[config.mk]
export PLATFORM = sky130hd
export DESIGN_NAME = ar_access_ctrl
export DESIGN_NICKNAME = d
export VERILOG_FILES = /design/src/rtl/ar_access_ctrl.sv
export SDC_FILE = /design/constraint.sdc
export NUM_CORES = 1
export LEC_CHECK = 0
export BUFFER_PORTS_ARGS = -buffer_cell sky130_fd_sc_hd__buf_4
export CORE_UTILIZATION = 40
export CTS_CLUSTER_DIAMETER = 200
export DETAILED_ROUTE_END_ITERATION = 7
export GPL_TIMING_DRIVEN = 0
export SETUP_SLACK_MARGIN = 0.5
export SKIP_CTS_REPAIR_TIMING = 1
export SKIP_LAST_GASP = 1
export SLEW_MARGIN = 20
export SYNTH_ARGS = -nofsm -noshare
export SYNTH_HDL_FRONTEND = slang
export SYNTH_SLANG_ARGS = --single-unit
[constraint.sdc]
create_clock -name Clk -period 5.1 [get_ports Clk]
set_input_delay 0.51 -clock Clk [delete_from_list [all_inputs] [get_ports Clk]]
set_output_delay 0.51 -clock Clk [all_outputs]
set_load 0.1 [all_outputs]
[src/rtl/ar_access_ctrl.sv]
// Address-register / memory-access sequencer: round-robin arbitration between
// instruction fetch and operand access, one AR load cycle, then a timed mem handshake.
module ar_access_ctrl #(
    parameter int TIMEOUT = 15,
    parameter int CNT_W   = 4
) (
    input  logic Clk,
    input  logic Rst,
    input  logic fetch_req,
    input  logic oper_req,
    input  logic oper_we,
    input  logic mem_ack,
    output logic ar_wen,
    output logic ar_sel,
    output logic mem_req,
    output logic mem_we,
    output logic fetch_done,
    output logic oper_done,
    output logic busy,
    output logic timeout_err
);

    typedef enum logic [1:0] {
        IDLE   = 2'd0,
        LOAD   = 2'd1,
        ACCESS = 2'd2,
        DONE   = 2'd3
    } state_t;

    state_t           state;
    state_t           state_next;
    logic             owner;
    logic             we_lat;
    logic             last;
    logic             to_flag;
    logic [CNT_W-1:0] wcnt;
    logic             grant;
    logic             grant_oper;
    logic             wait_expired;

    assign grant        = fetch_req | oper_req;
    // On a tie the requester that was not served last wins.
    assign grant_oper   = oper_req & (~fetch_req | ~last);
    assign wait_expired = (wcnt == CNT_W'(TIMEOUT - 1));

    // NOTE: non-blocking assignments so every register samples pre-edge values.
    always_ff @(posedge Clk or posedge Rst) begin
        if (Rst) begin
            state <= IDLE;
        end else begin
            state <= state_next;
        end
    end

    always_comb begin
        // NOTE: default assignment first so no path leaves state_next unassigned (no latch).
        state_next = state;
        case (state)
            IDLE:    if (grant) state_next = LOAD;
            LOAD:    state_next = ACCESS;
            ACCESS:  if (mem_ack || wait_expired) state_next = DONE;
            DONE:    state_next = IDLE;
            default: state_next = IDLE;
        endcase
    end

    always_ff @(posedge Clk or posedge Rst) begin
        if (Rst) begin
            owner   <= 1'b0;
            we_lat  <= 1'b0;
            last    <= 1'b1;
            to_flag <= 1'b0;
            wcnt    <= '0;
        end else begin
            case (state)
                IDLE: begin
                    if (grant) begin
                        owner   <= grant_oper;
                        we_lat  <= grant_oper & oper_we;
                        to_flag <= 1'b0;
                        wcnt    <= '0;
                    end
                end
                ACCESS: begin
                    // An ack in the final wait cycle wins over the timeout.
                    if (!mem_ack) begin
                        if (wait_expired) begin
                            to_flag <= 1'b1;
                        end else begin
                            wcnt <= wcnt + CNT_W'(1);
                        end
                    end
                end
                DONE:    last <= owner;
                default: ;
            endcase
        end
    end

    always_comb begin
        ar_wen      = 1'b0;
        ar_sel      = 1'b0;
        mem_req     = 1'b0;
        mem_we      = 1'b0;
        fetch_done  = 1'b0;
        oper_done   = 1'b0;
        timeout_err = 1'b0;
        busy        = (state != IDLE);
        case (state)
            LOAD: begin
                ar_wen = 1'b1;
                ar_sel = owner;
            end
            ACCESS: begin
                mem_req = 1'b1;
                mem_we  = we_lat;
            end
            DONE: begin
                fetch_done  = ~owner;
                oper_done   = owner;
                timeout_err = to_flag;
            end
            default: ;
        endcase
    end

endmodule

==> impl_metrics.json <==
{
  "outcome": "completed",
  "period_needed_ns": 2.02,
  "final.fill_count": 148,
  "timing.final.setup_violations": 0,
  "max_slew_margin_vs_limit_pct": 72.9,
  "max-clock-path-buffers": 2,
  "core_mm2": 0.00151,
  "post_synth_instance_area_um2": 644,
  "grt_first_pass_wirelength_mm": 2.16,
  "routabilityCongestion": 0.747,
  "postSynthNetCount": 74,
  "seq_area_frac_synth_pct": 39.0,
  "synth.top_cells.by_area": "sky130_fd_sc_hd__dfrtp_1 35%, sky130_fd_sc_hd__ha_1 12%, sky130_fd_sc_hd__inv_1 4.7%, sky130_fd_sc_hd__mux2_4 4.7%, sky130_fd_sc_hd__dfstp_2 4.1%",
  "rrSetupSlack_ns": 3.31,
  "finalHoldViolations": 0,
  "htree_num_levels": 1,
  "multi_input_area_um2": 363,
  "first_pass_iters": 2,
  "number_of_clock_sinks": 10,
  "layout.core_utilization_pct": 52.3,
  "min_path_type": "input port to async pin",
  "synth_seq_cells": 10,
  "chipWidth_um": 42.1,
  "synthDominantCellAreaShare_pct": 35.0,
  "numCtsBuffers": 3,
  "seq_cell_area_um2": 251,
  "drt_iter0_markers": 6,
  "cts-root-buf": "sky130_fd_sc_hd__clkbuf_4",
  "die-height_um": 42.1,
  "grt_start_max_net_pins": 11,
  "critical_path_peak_fanout": 8,
  "synth_top_flop_cell": "sky130_fd_sc_hd__dfrtp_1",
  "initial_utilization_pct": 42.8,
  "timing_max_transition_violations_final": 0,
  "worst-path-buf-inv": 2,
  "globalRouteTotalUtil_pct": 16.6,
  "mostFrequentLayoutCell": "sky130_fd_sc_hd__buf_4",
  "crit_path_cell_trace": "inv_1 -> ha_1 -> and2_1 -> buf_4",
  "dr_vias": 499,
  "synth_top_cell_by_area": "sky130_fd_sc_hd__dfrtp_1",
  "async_reset_ff_share_pct": 100,
  "clk_pin_slew_ns": 0.06,
  "insertion_delay_ns": 0.26,
  "drive_gt1_share_pct": 30.4,
  "antenna_left": 0,
  "detail_route.wl_per_cell_um": 12.7,
  "critical_path.endpoint_type": "output port",
  "hpwlAfterDp_um": 901,
  "grt_antenna_before_repair": 0,
  "via_count_of_the_first_global_routing_pass": 494,
  "timing.critical_path.arrival_ns": 1.51,
  "timing.critical_path.from_type": "flop",
  "regToRegStartpoint": "state[0]",
  "grt_setup_unrepaired": "no",
  "critPathLaunch": "state[0]",
  "viasPerCell": 5.25,
  "synth-warning-count": 0,
  "layout.cells.most_common_list": "13 x sky130_fd_sc_hd__buf_4, 9 x sky130_fd_sc_hd__dfrtp_1, 8 x sky130_fd_sc_hd__inv_1",
  "num-nets-final": 92,
  "antenna-diode-count": 0,
  "drc_markers": 0,
  "area_delta_synth_final_pct": 22.3,
  "synth_edf_count": 0,
  "die-area_mm2": 0.00178,
  "maxCapViolations": 0,
  "worst-setup-path-type": "flop to output port",
  "final.period_utilization_pct": 39.6,
  "postRouteWirelength_mm": 1.20,
  "timing.fmax_mhz": 495,
  "tightest_slew_ns": 0.405,
  "critical-path-max-stage-delay_ns": 0.42,
  "row_count": 14,
  "fin_setup_tns_ns": 0,
  "critical_path.slowest_cell": "sky130_fd_sc_hd__dfrtp_1",
  "gr-total-overflow": 0,
  "tritoncts": "built",
  "critPathRequiredTime_ns": 4.59,
  "fin_worst_skew_ns": 0.000857,
  "num_io_pins": 14,
  "path_delay_family": "flip-flops",
  "synth_cell_types": 28,
  "syn-instance-count": 62,
  "synth_area_per_cell_um2": 10.4,
  "io_buffer_count": 13
}
path summary, 6_finish.rpt:
kind                            endpoint  cells past startpoint
worst max-delay path              mem_we                      4
worst min-delay path             wcnt[3]                      2
worst max register to register  state[1]                      5
worst min register to register    we_lat                      1
max in group asynchronous           last                      2
min in group Clk                  we_lat                      2
worst reg2reg max path: cells and delay by family (launching register included):
family | cells | cell delay [ns]
AO/OA/AOI/OAI | 1 | 0.16
adder cells (fa/ha/maj) | 1 | 0.26
buffers and inverters | 1 | 0.09
flip-flops | 1 | 0.42
multiplexers | 1 | 0.30
AND/OR/NAND/NOR | 1 | 0.45
flip-flops by register name, summed over array words and instances, names as in the netlist:
signal	cells
last	1
state	2
wcnt	4
we_lat	1
to_flag	1
owner	1
through the flow:
step | hold slack, ns | instances | area (µm²) | setup slack [ns]
after global routing | 0.263 | 95 | 788 | 2.98
after floorplan | 0.349 | 62 | 644 | 2.37
after detailed placement | 0.501 | 91 | 762 | 3.32
after CTS | 0.236 | 95 | 788 | 3.07
final | 0.233 | 95 | 788 | 3.08
after global placement | 0.506 | 91 | 762 | 3.33
final cells by class:
class	instances	share of cell area (%)
inverters	8	3.81
multi-input cells	44	46.0
flip-flops and latches	10	31.9
well taps	16	2.54
clock buffers	4	3.33
repair buffers	13	12.4
synth_stat cells, types with 2 or more instances:
| cell type | number |
|---|---|
| sky130_fd_sc_hd__dfrtp_1 | 9 |
| sky130_fd_sc_hd__inv_1 | 8 |
| sky130_fd_sc_hd__ha_1 | 6 |
| sky130_fd_sc_hd__nand2_1 | 5 |
| sky130_fd_sc_hd__and2_1 | 4 |
| sky130_fd_sc_hd__a21oi_1 | 3 |
| sky130_fd_sc_hd__a22o_1 | 2 |
| sky130_fd_sc_hd__a41oi_1 | 2 |
| sky130_fd_sc_hd__mux2_4 | 2 |
| sky130_fd_sc_hd__nor2b_1 | 2 |
| sky130_fd_sc_hd__o21ai_0 | 2 |
cells by family after synthesis:
logic type | after synthesis | synth area share, %
flip-flops | 10 | 39.0
buffers and inverters | 8 | 4.66
adder cells (fa/ha/maj) | 6 | 11.7
AND/OR/NAND/NOR | 19 | 17.7
AO/OA/AOI/OAI | 15 | 19.0
multiplexers | 4 | 7.96
metal layers:
metal	share of wire [%]	global-route usage [%]
met5	0	0
met2	45	23.8
met1	48	21.7
met4	1.0	5.63
met3	6.1	8.19
Power is not shown: default switching activity piles up to over one toggle a cycle in this logic, so the estimate is an artifact.
